<file path="src/rtl/mc_ctrl.sv">
// Multi-cycle MIPS main controller: sequences each instruction through
// fetch/decode/execute/memory/write-back and drives all datapath selects.
module mc_ctrl (
    input  logic       clk,
    input  logic       rst_n,
    input  logic [5:0] opcode,
    input  logic [5:0] funct,
    input  logic       zero,
    input  logic       MIO_ready,
    output logic [3:0] ALU_operation,
    output logic [1:0] ALUSrcA,
    output logic [2:0] ALUSrcB,
    output logic [1:0] RegDst,
    output logic [1:0] MemtoReg,
    output logic [1:0] PCSource,
    output logic       PCWrite,
    output logic       IorD,
    output logic       MemRead,
    output logic       MemWrite,
    output logic       IRWrite,
    output logic       RegWrite,
    output logic       CPU_MIO,
    output logic [4:0] state_out
);

    typedef enum logic [4:0] {
        S_IF       = 5'd0,
        S_ID       = 5'd1,
        S_MEM_ADDR = 5'd2,
        S_MEM_RD   = 5'd3,
        S_LW_WB    = 5'd4,
        S_MEM_WR   = 5'd5,
        S_R_EX     = 5'd6,
        S_R_WB     = 5'd7,
        S_BEQ      = 5'd8,
        S_J        = 5'd9,
        S_I_EX     = 5'd10,
        S_I_WB     = 5'd11,
        S_JAL      = 5'd12,
        S_JR       = 5'd13,
        S_BNE      = 5'd14,
        S_LUI_WB   = 5'd15
    } state_t;

    localparam logic [3:0] ALU_AND  = 4'd0;
    localparam logic [3:0] ALU_OR   = 4'd1;
    localparam logic [3:0] ALU_ADD  = 4'd2;
    localparam logic [3:0] ALU_SLL  = 4'd3;
    localparam logic [3:0] ALU_NOR  = 4'd4;
    localparam logic [3:0] ALU_SRL  = 4'd5;
    localparam logic [3:0] ALU_SUB  = 4'd6;
    localparam logic [3:0] ALU_SLT  = 4'd7;
    localparam logic [3:0] ALU_XOR  = 4'd8;
    localparam logic [3:0] ALU_SLTU = 4'd9;
    localparam logic [3:0] ALU_SRA  = 4'd10;

    localparam logic [5:0] OP_RTYPE = 6'h00;
    localparam logic [5:0] OP_J     = 6'h02;
    localparam logic [5:0] OP_JAL   = 6'h03;
    localparam logic [5:0] OP_BEQ   = 6'h04;
    localparam logic [5:0] OP_BNE   = 6'h05;
    localparam logic [5:0] OP_ADDI  = 6'h08;
    localparam logic [5:0] OP_ADDIU = 6'h09;
    localparam logic [5:0] OP_SLTI  = 6'h0A;
    localparam logic [5:0] OP_SLTIU = 6'h0B;
    localparam logic [5:0] OP_ANDI  = 6'h0C;
    localparam logic [5:0] OP_ORI   = 6'h0D;
    localparam logic [5:0] OP_XORI  = 6'h0E;
    localparam logic [5:0] OP_LUI   = 6'h0F;
    localparam logic [5:0] OP_LW    = 6'h23;
    localparam logic [5:0] OP_SW    = 6'h2B;

    localparam logic [5:0] FN_SLL = 6'h00;
    localparam logic [5:0] FN_SRL = 6'h02;
    localparam logic [5:0] FN_SRA = 6'h03;
    localparam logic [5:0] FN_JR  = 6'h08;

    state_t state_q, state_d;

    // R-type funct decode; unknown functs run as add and lose their write-back
    logic [3:0] r_op;
    logic       r_known;
    logic       r_shift;

    always_comb begin
        r_op    = ALU_ADD;
        r_known = 1'b1;
        r_shift = 1'b0;
        case (funct)
            6'h20, 6'h21: r_op = ALU_ADD;
            6'h22, 6'h23: r_op = ALU_SUB;
            6'h24:        r_op = ALU_AND;
            6'h25:        r_op = ALU_OR;
            6'h26:        r_op = ALU_XOR;
            6'h27:        r_op = ALU_NOR;
            6'h2A:        r_op = ALU_SLT;
            6'h2B:        r_op = ALU_SLTU;
            FN_SLL: begin r_op = ALU_SLL; r_shift = 1'b1; end
            FN_SRL: begin r_op = ALU_SRL; r_shift = 1'b1; end
            FN_SRA: begin r_op = ALU_SRA; r_shift = 1'b1; end
            default:      r_known = 1'b0;
        endcase
    end

    // I-type ALU decode; logical immediates are zero-extended
    logic [3:0] i_op;
    logic       i_zext;

    always_comb begin
        i_op   = ALU_ADD;
        i_zext = 1'b0;
        case (opcode)
            OP_ADDI, OP_ADDIU: i_op = ALU_ADD;
            OP_SLTI:           i_op = ALU_SLT;
            OP_SLTIU:          i_op = ALU_SLTU;
            OP_ANDI: begin i_op = ALU_AND; i_zext = 1'b1; end
            OP_ORI:  begin i_op = ALU_OR;  i_zext = 1'b1; end
            OP_XORI: begin i_op = ALU_XOR; i_zext = 1'b1; end
            default:           i_op = ALU_ADD;
        endcase
    end

    always_ff @(posedge clk or negedge rst_n) begin
        if (!rst_n) state_q <= S_IF;
        else        state_q <= state_d;
    end

    assign state_out = state_q;

    always_comb begin
        state_d       = S_IF;
        ALU_operation = ALU_AND;
        ALUSrcA       = 2'd0;
        ALUSrcB       = 3'd0;
        RegDst        = 2'd0;
        MemtoReg      = 2'd0;
        PCSource      = 2'd0;
        PCWrite       = 1'b0;
        IorD          = 1'b0;
        MemRead       = 1'b0;
        MemWrite      = 1'b0;
        IRWrite       = 1'b0;
        RegWrite      = 1'b0;
        CPU_MIO       = 1'b0;

        case (state_q)
            S_IF: begin
                MemRead       = 1'b1;
                CPU_MIO       = 1'b1;
                ALUSrcB       = 3'd1;
                ALU_operation = ALU_ADD;
                IRWrite       = MIO_ready;
                PCWrite       = MIO_ready;
                state_d       = MIO_ready ? S_ID : S_IF;
            end
            S_ID: begin
                // Speculative branch target lands in ALUOut
                ALUSrcB       = 3'd3;
                ALU_operation = ALU_ADD;
                case (opcode)
                    OP_LW, OP_SW: state_d = S_MEM_ADDR;
                    OP_RTYPE:     state_d = (funct == FN_JR) ? S_JR : S_R_EX;
                    OP_BEQ:       state_d = S_BEQ;
                    OP_BNE:       state_d = S_BNE;
                    OP_J:         state_d = S_J;
                    OP_JAL:       state_d = S_JAL;
                    OP_LUI:       state_d = S_LUI_WB;
                    OP_ADDI, OP_ADDIU, OP_SLTI, OP_SLTIU,
                    OP_ANDI, OP_ORI, OP_XORI: state_d = S_I_EX;
                    default:      state_d = S_IF;
                endcase
            end
            S_MEM_ADDR: begin
                ALUSrcA       = 2'd1;
                ALUSrcB       = 3'd2;
                ALU_operation = ALU_ADD;
                if (opcode == OP_LW)      state_d = S_MEM_RD;
                else if (opcode == OP_SW) state_d = S_MEM_WR;
                else                      state_d = S_IF;
            end
            S_MEM_RD: begin
                MemRead = 1'b1;
                CPU_MIO = 1'b1;
                IorD    = 1'b1;
                state_d = MIO_ready ? S_LW_WB : S_MEM_RD;
            end
            S_MEM_WR: begin
                MemWrite = 1'b1;
                CPU_MIO  = 1'b1;
                IorD     = 1'b1;
                state_d  = MIO_ready ? S_IF : S_MEM_WR;
            end
            S_LW_WB: begin
                RegWrite = 1'b1;
                MemtoReg = 2'd1;
                state_d  = S_IF;
            end
            S_R_EX: begin
                ALUSrcA       = r_shift ? 2'd2 : 2'd1;
                ALUSrcB       = r_shift ? 3'd5 : 3'd0;
                ALU_operation = r_op;
                state_d       = S_R_WB;
            end
            S_R_WB: begin
                RegWrite = r_known;
                RegDst   = 2'd1;
                state_d  = S_IF;
            end
            S_I_EX: begin
                ALUSrcA       = 2'd1;
                ALUSrcB       = i_zext ? 3'd4 : 3'd2;
                ALU_operation = i_op;
                state_d       = S_I_WB;
            end
            S_I_WB: begin
                RegWrite = 1'b1;
                state_d  = S_IF;
            end
            S_BEQ, S_BNE: begin
                ALUSrcA       = 2'd1;
                ALU_operation = ALU_SUB;
                PCSource      = 2'd1;
                PCWrite       = (state_q == S_BEQ) ? zero : ~zero;
                state_d       = S_IF;
            end
            S_J: begin
                PCSource = 2'd2;
                PCWrite  = 1'b1;
                state_d  = S_IF;
            end
            S_JAL: begin
                // PC already advanced in IF, so the link value is PC itself
                PCSource = 2'd2;
                PCWrite  = 1'b1;
                RegWrite = 1'b1;
                RegDst   = 2'd2;
                MemtoReg = 2'd2;
                state_d  = S_IF;
            end
            S_JR: begin
                PCSource = 2'd3;
                PCWrite  = 1'b1;
                state_d  = S_IF;
            end
            S_LUI_WB: begin
                RegWrite = 1'b1;
                MemtoReg = 2'd3;
                state_d  = S_IF;
            end
            default: state_d = S_IF;
        endcase
    end

endmodule

</file>
<file path="config.mk">
export PLATFORM = sky130hd
export DESIGN_NAME = mc_ctrl
export DESIGN_NICKNAME = d
export VERILOG_FILES = /design/src/rtl/mc_ctrl.sv
export SDC_FILE = /design/constraint.sdc
export NUM_CORES = 1
export LEC_CHECK = 0
export BUFFER_PORTS_ARGS = -buffer_cell sky130_fd_sc_hd__buf_2
export CORE_MARGIN = 2
export CORE_UTILIZATION = 48
export CTS_CLUSTER_DIAMETER = 80
export DETAILED_ROUTE_END_ITERATION = 7
export PLACE_DENSITY = 0.77
export SYNTH_ARGS = -nofsm -noshare
export SYNTH_HDL_FRONTEND = slang
export SYNTH_SLANG_ARGS = --single-unit
export TNS_END_PERCENT = 100
</file>
<file path="constraint.sdc">
create_clock -name clk -period 2.23 [get_ports clk]
set_input_delay 0.446 -clock clk [delete_from_list [all_inputs] [get_ports clk]]
set_output_delay 0.446 -clock clk [all_outputs]
set_load 0.02 [all_outputs]
</file>
# Word level (Yosys, flattened, before mapping)
# Index checks and enable logic that the tools add are counted.
# classes
bitwise	1
mux	30
n_eq_ne	42
reduce_logical	18
# ops
cell	n
== test 6 bit (second input constant)	12
== test 6 x 4 -> 1 bit (second input constant)	9
== test 5 x 4 -> 1 bit (second input constant)	8
one-hot mux 4 bit (10 select lines)	1
one-hot mux 4 bit (8 select lines)	1
one-hot mux 4 bit (7 select lines)	1
== test 6 x 2 -> 1 bit (second input constant)	4
== test 5 x 3 -> 1 bit (second input constant)	4
one-hot mux 4 bit (5 select lines)	1
two-way mux 3 bit	6
one-hot mux 4 bit (4 select lines)	1
one-hot mux 3 bit (5 select lines)	1
OR reduction 3 bit	5
OR reduction 13 bit	1
== test 6 x 3 -> 1 bit (second input constant)	2
zero test 6 bit	2
one-hot mux 2 bit (3 select lines)	2
OR reduction 2 bit	6
== test 5 x 2 -> 1 bit (second input constant)	2
two-way mux 1 bit	10
one-hot mux 2 bit (2 select lines)	2
OR reduction 4 bit	2
OR reduction 7 bit	1
== test 5 x 1 -> 1 bit (second input constant)	1
other kinds (6)	6
# word_totals
word_cells	92
regBits	5

# Logic depth before layout (Yosys ltp)
# depth
ltp_word	5
depth_mapped	6

# Worst setup path after synthesis
# No wires, ideal clock.
# synth_path
path_kind	register -> output
start	register state_q[2], in the netlist state_out[2]
end	output MemWrite
slack_ns	-0.056
path_buffers	2
t_required_ns	1.784
arrival_time_ns	1.840
path_stages_with_launch	5
path_cell_list	dfrtp_1 clkbuf_1 clkbuf_1 inv_2 nor4_1
# synth_via
elab_chain_cells	2
# synth_rtl
item	line_no	source
start, declared	78	state_t state_q, state_d;
start signal, assigned	125	else state_q <= state_d;
== test 5 x 3 -> 1 bit	146	case (state_q)
two-way mux 1 bit	146	
end, declared	19	output logic MemWrite,
# Every way passes these cells.

# Worst setup path in the final report
# layout_path
start	register state_q[2], in the netlist state_out[2]
end	output PCWrite
# layout_via
elab_chain_cells	3
word_cells_on_any_way	10
cone_classes	eq/ne: 5; mux: 2; reduce/logical: 3
# layout_rtl
item	line_no	source
== test 5 x 4 -> 1 bit (on tied branches)	146, 223	
OR reduction 3 bit (no source line), or another cell as far along	-	
one-hot mux 1 bit (3 select lines) (*)	146	
end, declared	16	output logic PCWrite,
# Every way passes the cells marked *; elsewhere a longest branch is shown, timed or not.

==> impl_metrics.py <==
metrics = {
    "placed_design": {
        "pre_cts_slack_ns": 0.118,
        "dpl_cell_area_sq_um": 1260,
        "io_buffers": 41,
        "hpwl_um": 2410,
        "gp_congestion": 0.925,
        "dp.cells": 222,
    },
    "global_routing": {
        "grt_usage_pct": 24.9,
        "grtUsageMet1_pct": 34.9,
        "grt_max_degree": 19,
        "gr-usage-met3_pct": 3.57,
        "grt-ovfl-total": 0,
        "use_met2_pct": 42.1,
        "antenna_found_initial": 0,
        "grt.busiest_layer": "met2",
        "grt_first_pass_wirelength_um": 5110,
        "grt_pass1_vias": 1116,
    },
    "clock_tree": {
        "cts_root_buf": "clkbuf_4",
        "cts_max_level": 1,
        "cts_buffers": 3,
        "clk_pin_slew_worst_paths_ns": 0.04,
        "cts_tree": "done",
        "clk_path_buf_depth": 2,
        "clock-sinks": 4,
        "post_cts_buffers": 0,
        "clkLatencyLatePin_ns": 0.24,
    },
    "detailed_routing": {
        "drt-initial-drc-count": 46,
        "avgViaCountPerCell": 5.92,
        "drt_first_pass_iters": 4,
        "num_vias": 1339,
        "antenna_left": 0,
        "wl_per_cell_um": 13.3,
        "drc": 0,
        "finalWirelength_um": 3010,
    },
    "yosys": {
        "synth_edf_count": 0,
        "yosys-top-cells-count": "nand2_1, nor2_1, clkbuf_1, a21oi_1, nor3_1",
        "syn_area_sq_um": 1030,
        "synth_nets": 179,
        "synthCells": 163,
        "synth_cell_types": 52,
        "ys.flop_type": "dfrtp_1",
        "ys_warn_count": 0,
        "synth.avg_cell_area_sq_um": 6.29,
        "yosysSeqAreaShare_pct": 9.76,
        "synth_top_area_cell": "dfrtp_1",
        "synth_top_area_share_pct": 9.76,
        "ys_ff_latch": 4,
        "synthMostInstantiatedCell": "nand2_1",
        "yosys-top-cells-area": "dfrtp_1, nand2_1, nor2_1",
        "ys_async_sr_fraction_pct": 100,
    },
    "layout": {
        "seq_area_sq_um": 104,
        "largest_reg_flops": 4,
        "diodes": 0,
        "final_cell_area_sq_um": 1310,
        "final_util_pct": 65.8,
        "nFillCells": 194,
        "multi_input_area_sq_um": 832,
        "instances_no_fill": 226,
        "drive_above_1_share_pct": 30.7,
        "nets": 217,
        "area_delta_synth_final_pct": 27.2,
    },
    "critical_path": {
        "critPathLaunchType": "flop",
        "cp.arrival_ns": 1.68,
        "worst-path-max-fanout": 11,
        "cp.required_ns": 1.78,
        "cp-end-kind": "output pin",
        "worst-setup-path-type": "flop to output pin",
    },
    "timing": {
        "setup_tns_ns": 0,
        "finalHoldViolations": 0,
        "drv_slew": 0,
        "period_needed_ns": 2.13,
        "clock.fmax_ghz": 0.470,
        "fin_crit_sh_pct": 95.4,
        "rsz0062_at_grt": "false",
        "finClkSkew_ns": 0.00540,
        "setup_viol": 0,
        "whs_ns": 0.542,
        "fin_ws_ns": 0.102,
    },
    "power": {
        "power_density_nw_per_um2": 656,
        "p_leak_nw": 0.610,
        "ir_drop_uv": 723,
        "finalPower_mw": 0.856,
    },
    "die": {
        "die_w_um": 50.2,
        "die_area_sq_um": 2520,
        "num_io_pins": 43,
        "rows": 16,
        "start_util_pct": 51.8,
        "die_h_um": 50.2,
        "fp.coreArea_sq_um": 1980,
    },
    "outcome": {
        "status": "finished clean",
    },
    "worst_hold_path": {
        "hold_path.class": "primary input to async pin",
    },
    "job": {
        "drv_cap": 0,
    },
}
-- worst max-delay path, cell delays in order, from the launching register on --
cell and delay, ns:
dfrtp_1 0.48, or3_4 0.45, o22a_1 0.21, o22ai_1 0.13
buf_2 0.18
-- worst paths after layout --
check	end	slack, ns	startpoint	cells after the start
max in group asynchronous	state_out[3]	1.55	rst_n	2
min in group clk	state_out[1]	0.62	opcode[1]	3
min reg2reg	state_out[0]	0.68	state_out[1]	2
max	PCWrite	0.10	state_out[2]	4
min	state_out[2]	0.54	rst_n	2
max reg2reg	state_out[2]	0.41	state_out[2]	4
-- routing by layer --
layer  share of wire, %  up-vias
li1                   -      677
met1                 45      607
met2                 48       55
met3                6.3        0
met4                  0        0
met5                  0        -
-- repair_timing --
action / CTS / global route
endpoints found under the setup margin: 0 / 6
hold buffers: 1 / 0
resized for setup: 0 / 4
hold endpoints to repair: 2 / 0
-- cell families after synthesis --
group | count (synthesis) | synth area share (%)
and+or+nand+nor | 78 | 40.5
DFF | 4 | 9.76
buffers and inverters | 26 | 10.4
muxes | 2 | 1.95
xor gates and xnor gates | 5 | 4.27
other | 1 | 0.366
AOI/OAI and AO/OA | 47 | 32.8
-- cell usage in the layout, fill, tap and decap left out, drive strengths merged, types with 2 or more instances in the layout --
cell type	n
nand2b	6
and2	2
buf	50
a211o	2
nand3	3
nor2b	5
nand3b	2
o22ai	3
o211ai	3
and3	3
xor2	3
a211oi	2
nor4	5
a31oi	3
o21ai	5
xnor2	2
mux2i	2
a21oi	9
nor3	8
o2bb2ai	2
o31ai	2
a311oi	4
or3	3
nor2	16
dfrtp	4
nand2	17
inv	8
nor3b	3
clkbuf	3
-- where the power goes --
| group | switching (mW) | internal [mW] |
|---|---|---|
| sequential | 0.0570 | 0.0913 |
| combinational | 0.378 | 0.239 |
| clock | 0.0306 | 0.0603 |
| total | 0.465 | 0.390 |
-- final cells by class --
type / instances / share of cell area, %
flip-flops and latches: 4 / 7.96
multi-input cells: 133 / 63.8
inverters: 8 / 2.30
repair buffers: 51 / 21.7
well taps: 27 / 2.59
clock buffers: 3 / 1.73
No activity file was read; power rests on OpenSTA's default activity.
